[config.mk]
export PLATFORM = sky130hd
export DESIGN_NAME = dmem_arbiter_flat
export DESIGN_NICKNAME = d
export VERILOG_FILES = /design/src/rtl/dmem_arbiter_if.sv /design/src/rtl/dmem_arbiter.sv /design/src/flat_wrapper.sv
export SDC_FILE = /design/constraint.sdc
export NUM_CORES = 1
export LEC_CHECK = 0
export CORE_MARGIN = 3
export CORE_UTILIZATION = 43
export DETAILED_ROUTE_END_ITERATION = 8
export PLACE_DENSITY = 0.86
export SLEW_MARGIN = 15
export SYNTH_ARGS = -nofsm -noshare
export SYNTH_HDL_FRONTEND = slang
export SYNTH_SLANG_ARGS = --single-unit
[constraint.sdc]
create_clock -name clk -period 3.4 [get_ports clk]
set_clock_uncertainty 0.05 [all_clocks]
set_input_delay 0.68 -clock clk [delete_from_list [all_inputs] [get_ports clk]]
set_output_delay 0.68 -clock clk [all_outputs]
set_load 0.05 [all_outputs]
[src/rtl/dmem_arbiter_if.sv]
// Request/response port of the data-memory arbiter: a valid/ready request
// channel carrying one memory access, plus a one-cycle response pulse.
interface dmem_arbiter_if;
  logic        valid;
  logic        ready;
  logic [31:0] addr;
  logic [31:0] wdata;
  logic        we;
  logic [2:0]  size;
  logic        rsp_valid;
  logic [31:0] rsp_rdata;
  logic        rsp_err;

  // Requester side (CPU LSU or DMA engine)
  modport master (
    output valid, addr, wdata, we, size,
    input  ready, rsp_valid, rsp_rdata, rsp_err
  );

  // Arbiter side
  modport slave (
    input  valid, addr, wdata, we, size,
    output ready, rsp_valid, rsp_rdata, rsp_err
  );
endinterface

[src/rtl/dmem_arbiter.sv]
// Two-port round-robin arbiter in front of the single data-memory port.
// Each accepted request runs IDLE -> ACCESS (one registered memory cycle)
// -> RESP (one-cycle response pulse on the owning port).
module dmem_arbiter #(
  parameter int A_WIDTH = 20
) (
  input  logic          clk,
  input  logic          rst_n,
  dmem_arbiter_if.slave r0,
  dmem_arbiter_if.slave r1,
  output logic [31:0]   mem_A,
  output logic [31:0]   mem_WD,
  output logic          mem_WE,
  output logic [2:0]    mem_MemSrc,
  input  logic [31:0]   mem_RD
);

  typedef enum logic [1:0] {IDLE, ACCESS, RESP} state_t;

  state_t      state_reg, state_next;
  logic        last_grant_reg;
  logic        owner_reg;
  logic [31:0] addr_reg;
  logic [31:0] wdata_reg;
  logic        we_reg;
  logic [2:0]  size_reg;
  logic [31:0] rdata_reg;
  logic        err_reg;

  logic grant0, grant1;
  logic ready0, ready1;
  logic req_err;

  // Round-robin: a lone valid port wins; on a tie the port that did not win
  // last time is granted. Only valid, state and last_grant feed ready.
  assign grant0 = r0.valid && (!r1.valid || last_grant_reg);
  assign grant1 = r1.valid && (!r0.valid || !last_grant_reg);

  // Reject reserved size, misaligned half/word and addresses past the memory.
  assign req_err = (size_reg[1:0] == 2'b11)
                || (size_reg[1:0] == 2'b01 && addr_reg[0])
                || (size_reg[1:0] == 2'b10 && addr_reg[1:0] != 2'b00)
                || ((addr_reg >> A_WIDTH) != 32'd0);

  // Next-state, ready and memory-port drive; memory port is idle (all zero)
  // except during ACCESS, so a reset in ACCESS drops mem_WE at once.
  always_comb begin
    state_next = state_reg;
    ready0     = 1'b0;
    ready1     = 1'b0;
    mem_A      = 32'd0;
    mem_WD     = 32'd0;
    mem_WE     = 1'b0;
    mem_MemSrc = 3'd0;
    case (state_reg)
      IDLE: begin
        ready0 = rst_n && grant0;
        ready1 = rst_n && grant1;
        if (grant0 || grant1) state_next = ACCESS;
      end
      ACCESS: begin
        mem_A      = addr_reg;
        mem_WD     = wdata_reg;
        mem_WE     = we_reg && !req_err;
        mem_MemSrc = size_reg;
        state_next = RESP;
      end
      RESP: state_next = IDLE;
      default: state_next = IDLE;
    endcase
  end

  // State, request latch on handshake and registered response capture.
  always_ff @(posedge clk or negedge rst_n) begin
    if (!rst_n) begin
      state_reg      <= IDLE;
      last_grant_reg <= 1'b1;
      owner_reg      <= 1'b0;
      addr_reg       <= 32'd0;
      wdata_reg      <= 32'd0;
      we_reg         <= 1'b0;
      size_reg       <= 3'd0;
      rdata_reg      <= 32'd0;
      err_reg        <= 1'b0;
    end else begin
      state_reg <= state_next;
      if (state_reg == IDLE && (grant0 || grant1)) begin
        owner_reg      <= grant1;
        last_grant_reg <= grant1;
        if (grant1) begin
          addr_reg  <= r1.addr;
          wdata_reg <= r1.wdata;
          we_reg    <= r1.we;
          size_reg  <= r1.size;
        end else begin
          addr_reg  <= r0.addr;
          wdata_reg <= r0.wdata;
          we_reg    <= r0.we;
          size_reg  <= r0.size;
        end
      end
      if (state_reg == ACCESS) begin
        rdata_reg <= (!we_reg && !req_err) ? mem_RD : 32'd0;
        err_reg   <= req_err;
      end
    end
  end

  // Response outputs: only the owner sees the pulse and its payload.
  assign r0.ready     = ready0;
  assign r1.ready     = ready1;
  assign r0.rsp_valid = (state_reg == RESP) && !owner_reg;
  assign r1.rsp_valid = (state_reg == RESP) &&  owner_reg;
  assign r0.rsp_rdata = r0.rsp_valid ? rdata_reg : 32'd0;
  assign r1.rsp_rdata = r1.rsp_valid ? rdata_reg : 32'd0;
  assign r0.rsp_err   = r0.rsp_valid && err_reg;
  assign r1.rsp_err   = r1.rsp_valid && err_reg;

endmodule

[src/flat_wrapper.sv]
// flat-port wrapper written by rule: the top's interface ports become plain ports
module dmem_arbiter_flat 
#(
  parameter int A_WIDTH = 20
)
  (clk, rst_n, mem_A, mem_WD, mem_WE, mem_MemSrc, mem_RD, r0_valid, r0_addr, r0_wdata, r0_we, r0_size, r0_ready, r0_rsp_valid, r0_rsp_rdata, r0_rsp_err, r1_valid, r1_addr, r1_wdata, r1_we, r1_size, r1_ready, r1_rsp_valid, r1_rsp_rdata, r1_rsp_err);
  dmem_arbiter_if r0_i ();
  dmem_arbiter_if r1_i ();
  input  logic clk;
  input  logic rst_n;
  output logic [31:0] mem_A;
  output logic [31:0] mem_WD;
  output logic mem_WE;
  output logic [2:0] mem_MemSrc;
  input  logic [31:0] mem_RD;
  input wire logic [$bits(r0_i.valid)-1:0] r0_valid;
  input wire logic [$bits(r0_i.addr)-1:0] r0_addr;
  input wire logic [$bits(r0_i.wdata)-1:0] r0_wdata;
  input wire logic [$bits(r0_i.we)-1:0] r0_we;
  input wire logic [$bits(r0_i.size)-1:0] r0_size;
  output wire logic [$bits(r0_i.ready)-1:0] r0_ready;
  output wire logic [$bits(r0_i.rsp_valid)-1:0] r0_rsp_valid;
  output wire logic [$bits(r0_i.rsp_rdata)-1:0] r0_rsp_rdata;
  output wire logic [$bits(r0_i.rsp_err)-1:0] r0_rsp_err;
  input wire logic [$bits(r1_i.valid)-1:0] r1_valid;
  input wire logic [$bits(r1_i.addr)-1:0] r1_addr;
  input wire logic [$bits(r1_i.wdata)-1:0] r1_wdata;
  input wire logic [$bits(r1_i.we)-1:0] r1_we;
  input wire logic [$bits(r1_i.size)-1:0] r1_size;
  output wire logic [$bits(r1_i.ready)-1:0] r1_ready;
  output wire logic [$bits(r1_i.rsp_valid)-1:0] r1_rsp_valid;
  output wire logic [$bits(r1_i.rsp_rdata)-1:0] r1_rsp_rdata;
  output wire logic [$bits(r1_i.rsp_err)-1:0] r1_rsp_err;
  assign r0_i.valid = r0_valid;
  assign r0_i.addr = r0_addr;
  assign r0_i.wdata = r0_wdata;
  assign r0_i.we = r0_we;
  assign r0_i.size = r0_size;
  assign r0_ready = r0_i.ready;
  assign r0_rsp_valid = r0_i.rsp_valid;
  assign r0_rsp_rdata = r0_i.rsp_rdata;
  assign r0_rsp_err = r0_i.rsp_err;
  assign r1_i.valid = r1_valid;
  assign r1_i.addr = r1_addr;
  assign r1_i.wdata = r1_wdata;
  assign r1_i.we = r1_we;
  assign r1_i.size = r1_size;
  assign r1_ready = r1_i.ready;
  assign r1_rsp_valid = r1_i.rsp_valid;
  assign r1_rsp_rdata = r1_i.rsp_rdata;
  assign r1_rsp_err = r1_i.rsp_err;
  dmem_arbiter #(.A_WIDTH(A_WIDTH)) u_core (.clk(clk), .rst_n(rst_n), .r0(r0_i), .r1(r1_i), .mem_A(mem_A), .mem_WD(mem_WD), .mem_WE(mem_WE), .mem_MemSrc(mem_MemSrc), .mem_RD(mem_RD));
endmodule
After elaboration in Yosys (flattened, before gate mapping)
Index checks and enable logic that the tools add are counted.

word-level totals
  flip-flop bits (word level) = 105
  output and inout bits = 138
  logic and storage cells = 58

cells by class
  equality and inequality tests = 6
  mux-type cells = 15
  reduce and logical (&&, ||, !) cells = 28

operator list
  cell                                                                      number
  32-bit two-way mux                                                        7
  32-bit nonzero test                                                       1
  1-bit logical AND                                                         13
  2-bit equality test (second input constant)                               3
  1-bit zero test                                                           6
  1-bit logical OR                                                          6
  3-bit two-way mux                                                         2
  2-bit by 1-bit equality test with 1-bit output (second input constant)    2
  1-bit two-way mux                                                         4
  2-bit one-hot mux with 2 select lines                                     1
  2-bit zero test                                                           1
  2-bit two-way mux                                                         1
  2-bit by 1-bit inequality test with 1-bit output (second input constant)  1
  2-bit nonzero test                                                        1

Logic depth before layout (Yosys ltp)
Gate-level depths: netlist (run 1).

  depth after elaboration = 8
  mapped depth = 6
  gate-level depth less buffers = 4

Worst setup path after synthesis (run 1)
No wires, ideal clock.

  kind = register to output
  from = register u_core.state_reg[1]
  to = output port mem_WE
  arrival = 2.254 ns
  required time = 2.670 ns
  slack = 0.416 ns
  cell stages (with the launch flop) = 7
  buffers on the path = 2
  path through = dfrtp_1 nand2b_1 clkbuf_1 inv_2 clkbuf_1 nand4_1 nor3b_1

between the ends
  cells in the longest elaborated chain, start to end = 2

ends and longest elaborated chain
  what                                            line                RTL
  start, declared                                 dmem_arbiter.sv:20  state_t state_reg, state_next;
  start signal, assigned                          dmem_arbiter.sv:86  state_reg <= state_next;
  2-bit by 1-bit equality test with 1-bit output  dmem_arbiter.sv:55  case (state_reg)
  1-bit two-way mux                               dmem_arbiter.sv:55
  end, declared                                   flat_wrapper.sv:13  output logic mem_WE;

No other way between the ends.

Worst setup path in the final report (run 1)
Ends and elaborated chain as after synthesis.

==> metrics.txt, run 1 <==
Fmax=0.3218 GHz; Commonest cells post-synth=133 x and2_1, 118 x mux2_2, 104 x dfrtp_1, 35 x nand2_1, 33 x nand2b_1; pin count of the biggest net entering global routing=71; Netlist cell types=32; syn nets=710; Post-synth ARST share=100.0%; share of power burned in registers=25.3%; Tcrit/Tclk final=91.39%; Reg clk slew, reported paths=0.06 ns; first-pass GRT wire length=28.79 mm; total wire length=18.84 mm; clk sinks=105; Iteration-0 DRC Markers=268; Setup Viol. Count Final=0; Critical Path AT=2.38 ns; number of max-cap violations=0; Pwr Total=7.976 mW; Final #Nets=1000; I/O pins=310; Cell Rows=42; cells after synthesis=538; RSZ-0062 raised after global routing=false; Slew Limit Fails=0; H-Tree Depth=3; run status=complete, no violations; Clk pwr share=13.7%; DP Area=9872 um^2; DR WL/cell=18.69 um; final hold violation count=0; RePlAce Congestion=0.7581; via/cell ratio=5.088; post-synth top area cell=dfrtp_1; Worst R2R End=u_core.rdata_reg[11]; vias in the first global route=5368; worst slew pin tran=0.8843 ns; Comb power frac=61.0%; critical path type=flip-flop to primary output; total grt overflow=0; post-DP HPWL=14.44 mm; Starting Density=44.48%; Net Sw Power=3.210 mW; final worst path period need=3.107 ns; die span in y=123.7 um; R2R depth=7; Layout fillers=882; CTS tree=yes; root buffer cell=clkbuf_16; crit path max fanout=37; prevailing post-synth register cell=dfrtp_1; HP Class=input pin to asynchronous set/reset pin; Max-slew headroom=41.05%; die area=15310 um^2; Leakage=4.148 nW; DRT Pass-1 Iters=4; crit start category=flip-flop; number of port buffers=309; Peak VDD IR=0.0006248 V; Synth area leaders=dfrtp_1 44%, mux2_2 22%, and2_1 14%, o31ai_1 4.0%, nand2b_1 3.5%; DR vias=5129; area delta synth->final=70.84%; Synth Register Bits=105; Post-CTS Setup Bufs=0; syn_area_per_cell=11.08 um^2; Final Cell Area=10180 um^2; # hold bufs at CTS=0; share of layout cells above drive strength 1=27.88%; FF/Latch Area=2629 um^2; sequential-to-total area share from yosys stat=44.10%; crit end category=primary output; setup_tns=0 ns; post-route ant nets=0; switching part of the total=40.25%; netlist area before placement=5961 um^2; Core Area=13400 um^2; number of enable flip-flop cells after synthesis=0; clock tree buffer depth=2; worst endpoint required time=2.67 ns; initial antenna violation count=0; R2R Path Start=u_core.state_reg[1]; GRT Overall Usage=24.45%; Resized Gates After CTS=0; Register-to-Register Setup Slack=1.07 ns; later-pin clock latency in the skew report=0.34 ns; drc violations=0; area of the multi-input gates=3147 um^2; Yosys warning total=0; die span in x=123.7 um; Cell Int Power=4.766 mW; pwr dens=783.2 nW/um^2; Final Util=75.99%; Yosys top cell area share=43.66%; CTS Buf Count=9; ANT cells=0; most instantiated library cell after synthesis=and2_1
==> metal layers <==
metal	track usage [%]	wire [um]	up-vias
met5	0	0	-
met2	44.10	10040	216
met1	26.57	6557	2465
met3	7.493	1664	37
li1	-	-	2411
met4	9.896	570	0
==> power by group through the flow <==
stage	Clock [mW]	Combinational [mW]	Sequential, mW
after floorplan	0	2.83	1.89
after global placement	0	4.79	2.00
after detailed placement	0	4.90	2.03
after CTS	1.12	4.91	2.02
after global routing	1.18	5.09	2.08
final	1.09	4.86	2.02
==> metrics by stage <==
step | setup WS (ns) | instances | hold slack (ns)
after floorplan | 0.4160 | 538 | 0.3344
after global placement | 0.6254 | 993 | 0.4163
after detailed placement | 0.5177 | 993 | 0.4296
after CTS | 0.2131 | 1008 | 0.2665
after global routing | 0.07486 | 1008 | 0.2889
final | 0.2927 | 1008 | 0.2679
==> cell families (layout without fill, tap and decap cells) <==
logic type	count (synthesis)	in the layout	share of synthesized area, %
DFF	105	105	44.10
and+or+nand+nor	213	213	20.97
muxes	136	136	26.26
AOI/OAI and AO/OA	41	41	5.227
buffers and inverters	43	337	3.442
==> worst max-delay path: stages, from the launching register on <==
cell and delay, ns:
dfrtp_1 0.40, nand2b_1 0.15, buf_4 0.24, inv_2 0.45
nand4_1 0.19, nor3b_1 0.40, buf_12 0.19
==> layout make-up <==
type	instances	area share, %
repair buffers	320	37.99
clock buffers	12	2.420
multi-input cells	390	30.90
well taps	176	2.162
inverters	2	0.07372
clock inverters	3	0.6389
flip-flops and latches	105	25.81
==> how the worst max path moves through the flow <==
stage	from	endpoint	slack [ns]
4_1_cts	u_core.state_reg[1]	mem_WE	0.21
2_1_floorplan	u_core.state_reg[1]	mem_WE	0.42
5_1_grt	u_core.state_reg[1]	mem_WE	0.07
6_report	u_core.state_reg[1]	mem_WE	0.29
3_3_place_gp	r1_valid	u_core.wdata_reg[31]	0.63
3_5_place_dp	r1_valid	u_core.addr_reg[0]	0.52
==> cell usage in the layout (no fill, tap or decap), types with 2 or more instances in the layout <==
master and instances:
a21oi_1 2, and2_1 133, buf_12 70, buf_4 14, bufinv_16 2, clkbuf_1 2, clkbuf_16 9, clkdlybuf4s50_1 236
dfrtp_1 104, mux2_1 9, mux2_2 118, mux2_4 9, nand2_1 35, nand2b_1 33, nor2_1 2, nor4_1 2
o31ai_1 32
(Power assumes the default switching activity.)
==> run 2: changes to the inputs <==
==> constraint.sdc (replaced) <==
create_clock -name clk -period 3.4 [get_ports clk]
set_clock_uncertainty 0.05 [all_clocks]
set_input_delay 0.51 -clock clk [delete_from_list [all_inputs] [get_ports clk]]
set_output_delay 0.51 -clock clk [all_outputs]
set_load 0.05 [all_outputs]
==> run 2 against run 1 <==
  * Core utilization is 0.31 points lower
  * Global-route usage is 0.20 points lower
  * Combinational power hardly changed
  * Sequential share of layout area is 0.11 points higher
  * Total power is 1.5% lower
  * Cell count stayed put
  * Critical endpoint is now mem_WD[20]
  * Largest power group unchanged
==> metrics.txt, run 2 (synthesis results as in run 1) <==
run status=complete, no violations; later-pin clock latency in the skew report=0.34 ns (about the same); die span in y=123.7 um (unchanged); Reg clk slew, reported paths=0.07 ns (about the same); Iteration-0 DRC Markers=319 (+19%); Leakage=4.124 nW (-0.56%); vias in the first global route=5409 (+0.76%); pwr dens=774.9 nW/um^2 (-1.1%); initial antenna violation count=0 (unchanged); Cell Count, Final, Fillers Out=1008 (unchanged); share of layout cells above drive strength 1=27.64% (-0.24 points); Resized Gates After CTS=0 (unchanged); critical path's largest stage delay=0.47 ns (+0.02 ns); post-DP HPWL=14.65 mm (+1.4%); Post-CTS Setup Bufs=0 (unchanged); final worst path period need=2.952 ns (-0.1556 ns); crit end category=primary output; Final #Nets=1000 (unchanged); total wire length=18.88 mm (+0.23%); Tcrit/Tclk final=86.82% (-4.6 points); Peak VDD IR=0.0005792 V (-7.3%); critical path's slowest cell=inv_2; final hold violation count=0 (unchanged); number of max-cap violations=0 (unchanged); critical path cell sequence=nand2b_1 -> buf_4 -> inv_2 -> buf_4 -> and2_1 -> buf_12; clock tree buffer depth=2 (unchanged); Critical Path AT=2.39 ns (about the same); crit path max fanout=40 (+8.1%); first-pass GRT wire length=28.59 mm (-0.69%); pin count of the biggest net entering global routing=72 (+1.4%); H-Tree Depth=3 (unchanged); worst endpoint required time=2.84 ns (+0.17 ns); RePlAce Congestion=0.8148 (+7.5%); RSZ-0062 raised after global routing=false; total grt overflow=0 (unchanged); GRT Overall Usage=24.25% (-0.20 points); post-route ant nets=0 (unchanged); commonest non-fill, non-tap cell in the layout=clkdlybuf4s50_1; WP buf/inv=4 (+1); root buffer cell=clkbuf_16; Cell Rows=42 (unchanged); dpl cells=993 (unchanged); Core Area=13400 um^2 (unchanged); DRT Pass-1 Iters=4 (unchanged); critical path type=flip-flop to primary output; I/O pins=310 (unchanged); number of port buffers=309 (unchanged); Setup Viol. Count Final=0 (unchanged); crit-path most repeated cell=buf_4; Crit path max-delay family=buffers and inverters; CTS tree=yes; die area=15310 um^2 (unchanged); DR WL/cell=18.73 um (+0.23%); clk sinks=105 (unchanged); HP Class=input pin to asynchronous set/reset pin; worst slew pin tran=0.8978 ns (+0.01349 ns); Starting Density=44.48% (unchanged); Fmax=0.3388 GHz (+5.3%); ANT cells=0 (unchanged); DR vias=5162 (+0.64%); R2R depth=7 (unchanged); crit start category=flip-flop; area delta synth->final=70.15%; Max-slew headroom=40.15% (-0.90 points); via/cell ratio=5.121 (+0.64%); die span in x=123.7 um (unchanged); most frequent cells in the layout=239 x clkdlybuf4s50_1, 133 x and2_1, 118 x mux2_2, 104 x dfrtp_1, 70 x buf_12; Slew Limit Fails=0 (unchanged); # hold bufs at CTS=0 (unchanged); WP depth=6 (unchanged); CTS Buf Count=9 (unchanged); drc violations=0 (unchanged); setup_tns=0 ns (unchanged)
==> run 2: cell count changes in the layout (fill, tap and decap cells not counted) <==
cell             change
clkinv_2             +3
clkdlybuf4s50_1      +3
clkbuf_1             -1
bufinv_16            -2
buf_4                -3
==> run 2: path summary, 6_finish.rpt <==
| path | startpoint | endpoint | slack, ns |
|---|---|---|---|
| min in group clk | u_core.rdata_reg[20] | u_core.rdata_reg[20] | 0.44 |
| hold reg to reg | u_core.rdata_reg[20] | u_core.rdata_reg[20] | 0.44 |
| max in group asynchronous | rst_n | u_core.rdata_reg[19] | 1.82 |
| hold / removal | rst_n | u_core.addr_reg[5] | 0.21 |
| setup reg to reg | u_core.state_reg[1] | u_core.rdata_reg[23] | 0.90 |
| setup / recovery | u_core.state_reg[1] | mem_WD[20] | 0.45 |
==> run 2: final cells by class <==
cell class                      instances  area [um^2]
Clock buffer                           11        242.7
Timing Repair Buffer                  320         3876
Multi-Input combinational cell        390         3147
Tap cell                              176        220.2
Sequential cell                       105         2629
Fill cell                             877         3258
Clock inverter                          4        20.02
Inverter                                2        7.507
==> run 2: power by group <==
group	internal [mW]	total [mW]	switching [mW]
clock	0.508	0.958	0.449
combinational	2.40	4.88	2.48
sequential	1.70	2.03	0.322
==> run 2: worst register-to-register path, delay by kind of cell, from the launching register on <==
kind	cells	cell delay (ns)
AOI/OAI and AO/OA	2	0.43
DFF	1	0.41
and+or+nand+nor	1	0.15
buffers and inverters	4	1.36
==> run 2: through the flow <==
| stage | area [um^2] | worst slack (ns) | total power [mW] | utilization [%] | hold slack (ns) |
|---|---|---|---|---|---|
| floorplan | 5961 | 0.5860 | 4.718 | - | 0.1644 |
| global placement | 9879 | 0.6920 | 6.804 | 73.73 | 0.4158 |
| detailed placement | 9879 | 0.6478 | 6.956 | 73.73 | 0.4307 |
| CTS | 10140 | 0.3994 | 7.925 | 75.69 | 0.2132 |
| global route | 10140 | 0.2297 | 8.200 | 75.69 | 0.2449 |
| finish | 10140 | 0.4483 | 7.859 | 75.69 | 0.2147 |
==> run 2: per-layer routing <==
metal | vias to the layer above | track usage, % | part of all wire (%)
met4 | 0 | 10.31 | 3.5
met5 | - | 0 | 0
met1 | 2487 | 26.76 | 35
li1 | 2405 | - | -
met2 | 226 | 43.43 | 53
met3 | 44 | 6.903 | 8.5
==> run 3: changes to the inputs <==
SKIP_CTS_REPAIR_TIMING = 1   (was not set)
==> results of run 3 <==
Same layout as run 2: the final DEF is identical, and so are final timing and power.
